### src/rtl/scandoubler_rotate_pkg.sv
// ------------------------------------------------------------------------
// scandoubler_rotate_pkg: shared states, defaults and address builders. Rev 1.0
// ------------------------------------------------------------------------
`timescale 1ns/1ps
`default_nettype none

package scandoubler_rotate_pkg;

  typedef enum logic [2:0] {
    IDLE      = 3'd0,
    WR_SETTLE = 3'd1,
    WR_REQ    = 3'd2,
    RD_ISSUE  = 3'd3,
    RD_DRAIN  = 3'd4,
    GAP       = 3'd5
  } state_t;

  localparam int WR_BURST_DEF = 16;
  localparam int RD_BURST_DEF = 8;
  localparam int GAP_CYCLES   = 2;

  // Write side is stored transposed: the column becomes the row-major index.
  function automatic logic [63:0] wr_addr(input logic frame, input logic [31:0] row,
                                          input logic [31:0] col, input int hw);
    return ({63'd0, frame} << (2 * hw)) | ({32'd0, col} << hw) | {32'd0, row};
  endfunction

  function automatic logic [63:0] rd_addr(input logic frame, input logic [31:0] row,
                                          input logic [31:0] col, input int hw);
    return ({63'd0, frame} << (2 * hw)) | ({32'd0, row} << hw) | {32'd0, col};
  endfunction

endpackage

`default_nettype wire

### src/rtl/scandoubler_rotate_rdtrack.sv
// ------------------------------------------------------------------------
// scandoubler_rotate_rdtrack: read issue/return counters and vidout register stage. Rev 1.0
// ------------------------------------------------------------------------
`timescale 1ns/1ps
`default_nettype none

module scandoubler_rotate_rdtrack #(
  parameter int CW = 4
) (
  input  logic          clk,
  input  logic          rst_n,
  input  logic          i_clr,
  input  logic          i_issue,
  input  logic          i_rvalid,
  input  logic [15:0]   i_rdata,
  output logic [CW-1:0] o_issued,
  output logic [CW-1:0] o_returned,
  output logic [15:0]   o_vidout_d,
  output logic          o_vidout_ack
);

  logic [CW-1:0] r_issued;
  logic [CW-1:0] r_returned;
  logic [15:0]   r_vidout_d;
  logic          r_vidout_ack;

  always_ff @(posedge clk or negedge rst_n) begin
    if (!rst_n) begin
      r_issued     <= '0;
      r_returned   <= '0;
      r_vidout_d   <= '0;
      r_vidout_ack <= 1'b0;
    end else begin
      if (i_clr) begin
        r_issued   <= '0;
        r_returned <= '0;
      end else begin
        if (i_issue)  r_issued   <= r_issued + 1'b1;
        if (i_rvalid) r_returned <= r_returned + 1'b1;
      end
      // Returns are forwarded regardless of whether the client still wants them.
      if (i_rvalid) r_vidout_d <= i_rdata;
      r_vidout_ack <= i_rvalid;
    end
  end

  assign o_issued     = r_issued;
  assign o_returned   = r_returned;
  assign o_vidout_d   = r_vidout_d;
  assign o_vidout_ack = r_vidout_ack;

endmodule

`default_nettype wire

### src/rtl/scandoubler_rotate_port.sv
// ------------------------------------------------------------------------
// scandoubler_rotate_port: SDRAM-side cornerturn responder for the rotating
// scandoubler; optional burst statistics under ROTATE_STATS_EN. Rev 1.0
// ------------------------------------------------------------------------
`timescale 1ns/1ps
`default_nettype none

module scandoubler_rotate_port
  import scandoubler_rotate_pkg::*;
#(
  parameter int HCNT_WIDTH = 10,
  parameter int WR_BURST   = WR_BURST_DEF,
  parameter int RD_BURST   = RD_BURST_DEF,
  parameter int SETTLE     = 2
) (
  input  logic                    clk_sys,
  input  logic                    reset_n,
  input  logic                    vidin_req,
  input  logic                    vidin_frame,
  input  logic [HCNT_WIDTH-1:0]   vidin_row,
  input  logic [HCNT_WIDTH-1:0]   vidin_col,
  input  logic [15:0]             vidin_d,
  output logic                    vidin_ack,
  input  logic                    vidout_req,
  input  logic                    vidout_frame,
  input  logic [HCNT_WIDTH-1:0]   vidout_row,
  input  logic [HCNT_WIDTH-1:0]   vidout_col,
  output logic [15:0]             vidout_d,
  output logic                    vidout_ack,
`ifdef ROTATE_STATS_EN
  output logic [15:0]             stat_wr_bursts,
  output logic [15:0]             stat_rd_bursts,
  output logic                    stat_overlap,
`endif
  output logic                    ram_req,
  output logic                    ram_we,
  output logic [2*HCNT_WIDTH:0]   ram_addr,
  output logic [15:0]             ram_wdata,
  input  logic                    ram_ack,
  input  logic [15:0]             ram_rdata,
  input  logic                    ram_rvalid
);

  localparam int AW  = 2 * HCNT_WIDTH + 1;
  localparam int WCW = $clog2(WR_BURST) + 1;
  localparam int RCW = $clog2(RD_BURST) + 1;
  localparam int SCW = $clog2(SETTLE) + 1;
  localparam int GCW = $clog2(GAP_CYCLES) + 1;

  localparam logic [WCW-1:0] c_wr_last     = WCW'(WR_BURST - 1);
  localparam logic [RCW-1:0] c_rd_last     = RCW'(RD_BURST - 1);
  localparam logic [SCW-1:0] c_settle_last = SCW'(SETTLE - 1);
  localparam logic [GCW-1:0] c_gap_last    = GCW'(GAP_CYCLES - 1);

  state_t                r_state, w_next;
  logic                  r_last_wr;
  logic [HCNT_WIDTH-1:0] r_col_base;
  logic [HCNT_WIDTH-1:0] r_rd_row;
  logic                  r_rd_frame;
  logic [WCW-1:0]        r_wcount;
  logic [SCW-1:0]        r_settle;
  logic [GCW-1:0]        r_gap;
  logic [15:0]           r_wdata;
  logic [AW-1:0]         r_wr_addr;
  logic                  r_vidin_ack;
  logic                  r_rd_hold;

  logic                  w_grant, w_grant_wr, w_ram_req, w_rd_issue;
  logic [RCW-1:0]        w_issued, w_returned;
  logic [HCNT_WIDTH-1:0] w_rd_col;
  logic [AW-1:0]         w_wr_addr, w_rd_addr;

  assign w_rd_col  = r_col_base + HCNT_WIDTH'(w_issued);
  assign w_wr_addr = AW'(wr_addr(vidin_frame, 32'(vidin_row), 32'(vidin_col), HCNT_WIDTH));
  assign w_rd_addr = AW'(rd_addr(r_rd_frame, 32'(r_rd_row), 32'(w_rd_col), HCNT_WIDTH));

  always_comb begin
    w_next     = r_state;
    w_grant    = 1'b0;
    w_grant_wr = 1'b0;
    w_ram_req  = 1'b0;
    case (r_state)
      IDLE: begin
        if (vidin_req || vidout_req) begin
          w_grant    = 1'b1;
          w_grant_wr = vidin_req && (!vidout_req || !r_last_wr);
          w_next     = w_grant_wr ? WR_SETTLE : RD_ISSUE;
        end
      end
      WR_SETTLE: if (r_settle == c_settle_last) w_next = WR_REQ;
      WR_REQ: begin
        w_ram_req = 1'b1;
        if (ram_ack) w_next = (r_wcount == c_wr_last || !vidin_req) ? GAP : WR_SETTLE;
      end
      RD_ISSUE: begin
        // A request already on the bus stays up until the controller takes it.
        w_ram_req = r_rd_hold || vidout_req;
        if (w_ram_req && ram_ack) begin
          if (w_issued == c_rd_last || !vidout_req) w_next = RD_DRAIN;
        end else if (!w_ram_req) begin
          w_next = RD_DRAIN;
        end
      end
      RD_DRAIN: if (w_returned == w_issued) w_next = GAP;
      GAP:      if (r_gap == c_gap_last) w_next = IDLE;
      default:  w_next = IDLE;
    endcase
  end

  assign w_rd_issue = (r_state == RD_ISSUE) && w_ram_req && ram_ack;

  always_ff @(posedge clk_sys or negedge reset_n) begin
    if (!reset_n) begin
      r_state     <= IDLE;
      r_last_wr   <= 1'b0;
      r_col_base  <= '0;
      r_rd_row    <= '0;
      r_rd_frame  <= 1'b0;
      r_wcount    <= '0;
      r_settle    <= '0;
      r_gap       <= '0;
      r_wdata     <= '0;
      r_wr_addr   <= '0;
      r_vidin_ack <= 1'b0;
      r_rd_hold   <= 1'b0;
    end else begin
      r_state <= w_next;
      if (w_grant) begin
        r_last_wr  <= w_grant_wr;
        r_col_base <= vidout_col;
        r_rd_row   <= vidout_row;
        r_rd_frame <= vidout_frame;
        r_wcount   <= '0;
      end else if (r_state == WR_REQ && ram_ack) begin
        r_wcount <= r_wcount + 1'b1;
      end
      r_settle <= (r_state == WR_SETTLE) ? r_settle + 1'b1 : '0;
      r_gap    <= (r_state == GAP) ? r_gap + 1'b1 : '0;
      if (r_state == WR_SETTLE && r_settle == c_settle_last) begin
        r_wdata   <= vidin_d;
        r_wr_addr <= w_wr_addr;
      end
      r_vidin_ack <= (r_state == WR_REQ) && ram_ack;
      r_rd_hold   <= (r_state == RD_ISSUE) && w_ram_req && !ram_ack;
    end
  end

  scandoubler_rotate_rdtrack #(
    .CW (RCW)
  ) u_rdtrack (
    .clk          (clk_sys),
    .rst_n        (reset_n),
    .i_clr        (w_grant),
    .i_issue      (w_rd_issue),
    .i_rvalid     (ram_rvalid),
    .i_rdata      (ram_rdata),
    .o_issued     (w_issued),
    .o_returned   (w_returned),
    .o_vidout_d   (vidout_d),
    .o_vidout_ack (vidout_ack)
  );

  assign vidin_ack = r_vidin_ack;
  assign ram_req   = w_ram_req;
  assign ram_we    = (r_state == WR_REQ);
  assign ram_addr  = (r_state == RD_ISSUE) ? w_rd_addr : r_wr_addr;
  assign ram_wdata = r_wdata;

`ifdef ROTATE_STATS_EN
  logic        r_frame_q;
  logic [15:0] r_stat_wr, r_stat_rd;
  logic        r_overlap;
  logic        w_wr_done, w_rd_done;

  assign w_wr_done = (r_state == WR_REQ) && (w_next == GAP);
  assign w_rd_done = (r_state == RD_DRAIN) && (w_next == GAP);

  always_ff @(posedge clk_sys or negedge reset_n) begin
    if (!reset_n) begin
      r_frame_q <= 1'b0;
      r_stat_wr <= '0;
      r_stat_rd <= '0;
      r_overlap <= 1'b0;
    end else begin
      r_frame_q <= vidin_frame;
      r_overlap <= (r_state == IDLE) && vidin_req && vidout_req;
      if (vidin_frame != r_frame_q) begin
        r_stat_wr <= '0;
        r_stat_rd <= '0;
      end else begin
        if (w_wr_done && r_stat_wr != 16'hFFFF) r_stat_wr <= r_stat_wr + 1'b1;
        if (w_rd_done && r_stat_rd != 16'hFFFF) r_stat_rd <= r_stat_rd + 1'b1;
      end
    end
  end

  assign stat_wr_bursts = r_stat_wr;
  assign stat_rd_bursts = r_stat_rd;
  assign stat_overlap   = r_overlap;
`endif

endmodule

`default_nettype wire
### config.mk
export PLATFORM = sky130hd
export DESIGN_NAME = scandoubler_rotate_port
export DESIGN_NICKNAME = d
export VERILOG_FILES = /design/src/rtl/scandoubler_rotate_pkg.sv /design/src/rtl/scandoubler_rotate_rdtrack.sv /design/src/rtl/scandoubler_rotate_port.sv
export SDC_FILE = /design/constraint.sdc
export NUM_CORES = 1
export LEC_CHECK = 0
export CAP_MARGIN = 5
export CORE_MARGIN = 2
export CORE_UTILIZATION = 25
export DETAILED_ROUTE_END_ITERATION = 12
export SLEW_MARGIN = 10
export SYNTH_ARGS = -nofsm -noshare
export SYNTH_HDL_FRONTEND = slang
export SYNTH_SLANG_ARGS = --single-unit
### constraint.sdc
create_clock -name clk_sys -period 2.5 [get_ports clk_sys]
set_clock_uncertainty 0.05 [all_clocks]
set_input_delay 0.375 -clock clk_sys [delete_from_list [all_inputs] [get_ports clk_sys]]
set_output_delay 0.375 -clock clk_sys [all_outputs]
set_load 0.005 [all_outputs]
== After elaboration in Yosys (flattened, before gate mapping) ==
Cells that the tools add are included.

* Register bits: 98
* Bits of input ports: 80
* Output and inout port bits: 57
* Word-level logic and storage cells: 89

* $add $sub $neg: 6
* Equal/unequal tests: 17
* Multiplexer cells: 25
* Bitwise gates (word level): 4
* Reductions and logical operators: 21

{| class="wikitable"
|+ Operators by type and width
! cell !! number
|-
| 21-bit by 10-bit OR with 21-bit output || 2
|-
| 21-bit by 20-bit OR with 21-bit output || 2
|-
| 3-bit two-way mux || 9
|-
| 21-bit two-way mux || 1
|-
| 3-bit one-hot mux with 6 select lines || 1
|-
| 4-bit two-way mux || 4
|-
| 10-bit by 4-bit adder with 10-bit output || 1
|-
| 5-bit two-way mux || 2
|-
| 4-bit by 1-bit adder with 4-bit output, second input constant || 2
|-
| 2-bit inequality test, second input constant || 4
|-
| 1-bit logical AND || 7
|-
| 7-bit AND reduction || 1
|-
| 3-bit by 2-bit == test with 1-bit output, second input constant || 2
|-
| 3-bit == test, second input constant || 2
|-
| 2-bit two-way mux || 3
|-
| 3-bit inequality test, second input constant || 2
|-
| 2-bit nonzero test || 3
|-
| 5-bit by 1-bit adder with 5-bit output, second input constant || 1
|-
| 5-bit by 4-bit == test with 1-bit output, second input constant || 1
|-
| 1-bit logical OR || 5
|-
| 2-bit by 1-bit adder with 2-bit output, second input constant || 2
|-
| 2-bit by 1-bit == test with 1-bit output, second input constant || 2
|-
| 4-bit by 3-bit == test with 1-bit output, second input constant || 1
|-
| 4-bit == test || 1
|-
| 6 further kinds || 12
|}

== Depth between registers and ports, before layout ==
* Depth in word-level cells: 6
* Mapped depth: 8
* Depth with buffers taken out: 8

== Hierarchy ==
From an unflattened synthesis, not the netlist that was laid out.

* Cell total of the unflattened synthesis: 343
* Area, all modules: 4484.3 um^2

{| class="wikitable"
|+ By module, submodules not included
! module !! instances !! cells each !! area each (um^2) !! seq. area each (um^2)
|-
| scandoubler_rotate_port || 1 || 275 || 3480.8 || 1826.8
|-
| scandoubler_rotate_rdtrack || 1 || 68 || 1003.5 || 625.6
|}

== Worst setup path before layout ==
Ideal clock, no wire load.

* Path type: register to output
* From: register u_rdtrack.r_issued[0] (netlist: u_rdtrack.o_issued[0])
* To: output port ram_addr[6]
* Data arrival time: 1.685 ns
* Data required time: 2.075 ns
* Setup slack: 0.390 ns
* Stages on the path, launching flop included: 9
* Buffers on the path: 0
* Path through: dfrtp_1 ha_1 inv_1 fa_1 nor2b_1 o21ai_0 a21oi_1 xnor2_1 o21ai_0

* Word-level cells in the longest chain between the ends: 3

{| class="wikitable"
|+ Ends and longest elaborated chain
! what !! line !! RTL
|-
| from (decl) || scandoubler_rotate_rdtrack.sv:22 || <nowiki>logic [CW-1:0] r_issued;</nowiki>
|-
| from (signal assigned) || scandoubler_rotate_rdtrack.sv:38 || <nowiki>if (i_issue) r_issued <= r_issued + 1'b1;</nowiki>
|-
| 10-bit by 4-bit adder with 10-bit output || scandoubler_rotate_port.sv:73 || <nowiki>assign w_rd_col = r_col_base + HCNT_WIDTH'(w_issued);</nowiki>
|-
| 21-bit by 10-bit OR with 21-bit output || scandoubler_rotate_pkg.sv:30 || <nowiki>return ({63'd0, frame} << (2 * hw)) | ({32'd0, row} << hw) | {32'd0, col};</nowiki>
|-
| 21-bit two-way mux || scandoubler_rotate_port.sv:166 || <nowiki>assign ram_addr = (r_state == RD_ISSUE) ? w_rd_addr : r_wr_addr;</nowiki>
|-
| to (decl) || scandoubler_rotate_port.sv:37 || <nowiki>output logic [2*HCNT_WIDTH:0] ram_addr,</nowiki>
|}

No other way between the ends.

== Worst setup path after layout ==
* From: register r_col_base[0]
* To: output port ram_addr[8]

* Word-level cells in the longest chain between the ends: 3

{| class="wikitable"
|+ Ends and longest elaborated chain
! what !! line !! RTL
|-
| from (decl) || scandoubler_rotate_port.sv:57 || <nowiki>logic [HCNT_WIDTH-1:0] r_col_base;</nowiki>
|-
| from (signal assigned) || scandoubler_rotate_port.sv:130 || <nowiki>r_col_base <= vidout_col;</nowiki>
|-
| 10-bit by 4-bit adder with 10-bit output || scandoubler_rotate_port.sv:73 ||
|-
| 21-bit by 10-bit OR with 21-bit output || scandoubler_rotate_pkg.sv:30 ||
|-
| 21-bit two-way mux || scandoubler_rotate_port.sv:166 ||
|}

No other way between the ends.

==> summary.md <==
The min-delay analysis places its worst path in the category in -> async. Path type of the worst setup path: reg -> out. The insertion delay of the later-clocked pin in the worst-skew pair is 350 ps. Startpoint type of the worst setup path: a flip-flop. The final cell count without fillers was 725. The library cell used most frequently in the layout, excluding fill and tap cells, is clkdlybuf4s50_1. Counting the buffers created by CTS gives 9. The clock passes through at most 2 buffers.

STA puts the critical path data required time at 2080 ps. At the end of routability-driven placement, the weighted congestion stood at 0.7396. The count of input and output buffers was 136; the final wirelength was 10980 um. Summing the sequential cell areas from Yosys gives 54.89% of the chip area. Dividing the detail-routed via count by the number of cells gives 4.423. Number of placed I/O pins: 137. The die covers 0.01896 mm2. After layout, the worst path uses 98.38% of the clock period.

The total power density per cell area came out at 1048 mW/mm2. Setup violations remaining at the end of the flow were counted as 0. Leaving out fill and tap cells, the most frequent cells in the layout are clkdlybuf4s50_1, dfrtp_1, mux2_2.

The fraction of synthesis flops using an asynchronous set or reset pin came out at 100.0%. The average instance area after synthesis was 13.14 um2; the number of instances in the synthesized netlist was 340. The max-slew violation total from the final report was 0; the detailed-route DRC error count was 0. The number of hold buffers added after CTS was 0. Setup slack closes at 40.53 ps. Across all register-to-register paths, the minimum setup slack is 460 ps. The tools report the number of detailed-route iterations in the first pass as 4. The synthesized design contains 0 enable-type register cells.

For the number of nets in the synthesized netlist, the log shows 431. In the final layout, the share of cells above drive strength 1 is 31.12%. The tools report the core area as 0.01736 mm2.

Measured along the y axis, the die boundary spans 137.7 um. Count of placed standard cells including taps: 705. TritonCTS built the clock tree. The tree built by TritonCTS fans out to 98 sinks. The number of core rows is 48. For this run, the leading register cell type out of synthesis is dfrtp_1.

The maximum clock rate is 406.6 MHz. At the pin with the least slew margin, the transition time is 660.6 ps. The logs give 0 for the final count of hold timing violations and 2030 ps for the arrival time reported for the critical path endpoint.

On the final layout, the worst hold slack is 7.948 ps. Initial antenna violation count: 4. The largest driver fanout on the critical path was 3. The startpoint identified for the worst register-to-register timing path is r_state[2].

The tools report the remaining max-slew budget at the tightest pin as 55.96%. The run gives 17440 um as the wire length of the first global-routing pass. The number of global-route vias before repair came out at 3364. Global routing usage summed across all routing layers: 12.21%.

Entering global routing, the biggest net connects 49 pins. Counting flops and latches in the post-synthesis netlist gives 98. The H-tree generated during clock tree synthesis spans 3 levels.

The worst-case vdd ir drop is 0.3745 mV. After filler insertion, the fill cell instance count of the layout stands at 1663. After synthesis, the netlist uses 42 different library cells.

After detailed routing, the average wire length per cell comes to 15.15 um. At the end of the flow, the number of nets in the layout was 585. The worst setup path is captured at a primary output.

Max-cap violations in this run came to 0. The logs give 0 for the warning count from the yosys run and 3207 for the vias after detailed routing. The total overflow reported by the global router came out at 0. For this configuration, the core starts out at a cell density of 25.74%. The minimum clock period after layout is 2459 ps, and the estimated wirelength of the detail-placed design is 7639 um.

Prior to clock tree synthesis, the placed netlist has a worst setup slack of -168.5 ps. After clock tree synthesis, the clock-pin slew on the worst setup and hold paths is 70 ps. After synthesis the cells add up to 0.004468 mm2. The run finished with clean final reports. The count of antenna-violating nets left after detailed routing was 0; the synthesis-to-layout area growth was 46.49%. In this run the horizontal extent of the chip is 137.7 um. The worst register-to-register path has a depth of 6. The overall power after layout is 6.861 mW. The first routing iteration left 155 violations.

Setup repair after global routing could not meet its margin everywhere. The tools report the master cell of the clock root buffer as clkbuf_16. Summed over all cells, the static leakage comes to 2.775 nW.

The capturing point of the worst reg2reg path is u_rdtrack.o_issued[3].
==> metrics by stage <==
stage | util (%) | instance area [um2] | TNS, ps
after global placement | 35.60 | 6180 | -369.6
after floorplan | - | 4468 | 0
after CTS | 37.43 | 6496 | -35.28
after global routing | 37.68 | 6540 | -173.0
final | 37.71 | 6545 | 0
after detailed placement | 35.60 | 6180 | -438.0
==> worst max path at each step <==
stage / startpoint / end / slack, ps / cells after the start
CTS: r_col_base[0] / ram_addr[5] / -20 / 8
global route: r_col_base[0] / ram_addr[8] / -70 / 9
global placement: r_col_base[0] / ram_addr[8] / -160 / 9
floorplan: u_rdtrack.o_issued[0] / ram_addr[6] / 390 / 8
detailed placement: r_col_base[0] / ram_addr[8] / -170 / 9
finish: r_col_base[0] / ram_addr[8] / 40 / 9
==> metal layers <==
layer	GRT usage, %	vias up	wire length, um
met3	5.188	12	834
li1	-	1499	-
met2	19.26	81	5258
met4	3.837	4	134
met5	0	-	26
met1	15.10	1611	4726
==> cells by family (layout without fill, tap and decap cells) <==
family                     after synthesis  count (layout)  synth area share (%)
DFF                                     98              98                 54.89
muxes                                   88              88                 22.21
and+or+nand+nor                         63              64                 7.617
AOI/OAI and AO/OA                       36              36                 4.817
buffers and inverters                   24             181                 3.304
xor gates and xnor gates                20              20                 3.921
adders and majority gates               11              11                 3.248
other                                    0               2                     0
==> area by class of cell <==
type | instances | area [um2] | area share (%)
flip-flops and latches | 98 | 2452 | 37.47
well taps | 225 | 281.5 | 4.301
multi-input cells | 219 | 1934 | 29.55
repair buffers | 158 | 1549 | 23.67
clock buffers | 10 | 229.0 | 3.498
diodes | 2 | 5.005 | 0.07647
inverters | 8 | 30.03 | 0.4588
clock inverters | 5 | 63.81 | 0.9750
==> critical path, cell delays in order (launching register included) <==
cell	delay (ps)
dfrtp_1	360
ha_2	190
inv_2	40
fa_2	350
nor2b_2	130
o21ai_2	90
a21oi_2	170
xnor2_1	130
o21ai_1	70
buf_2	150
==> sequential cells by signal, summed over array words and instances, names as in the netlist, 2 cells and up <==
register,cells
r_col_base,10
r_gap,2
r_rd_row,10
r_settle,2
r_state,3
r_wcount,5
r_wr_addr,21
ram_wdata,16
u_rdtrack.o_issued,4
u_rdtrack.o_returned,4
u_rdtrack.o_vidout_d,16
==> where the power goes <==
| group | internal (mW) | switching (mW) |
|---|---|---|
| logic | 1.77 | 1.12 |
| clock network | 0.780 | 0.622 |
| registers | 2.19 | 0.370 |
| total | 4.75 | 2.12 |
==> cell usage after synthesis, types with 2 or more instances <==
cell type	number	share of area (%)
buf_4	7	1.2
clkbuf_1	4	0.34
a31oi_1	2	0.28
xnor2_1	7	1.4
ha_1	10	2.8
nor2_1	19	1.6
nand2b_1	2	0.28
mux2_2	85	21
o31ai_1	2	0.34
dfrtp_1	98	55
inv_1	8	0.67
nor2_2	2	0.28
o21ai_0	14	1.6
xor2_1	13	2.5
nand2_1	19	1.6
a211oi_1	3	0.50
mux2i_1	2	0.45
a21oi_1	9	1.0
nor3_1	4	0.45
buf_6	4	1.0
and3_1	3	0.42
nand4_1	3	0.42
==> what timing repair did <==
item                                    in CTS  in global routing
setup buffers                                0                  2
endpoints found under the hold margin        0                  0
cloned                                       1                  0
pin swaps                                    7                  7
gates resized for setup                     38                 15
endpoints found under the setup margin      11                  8
Power figures use the tool's default switching activity.
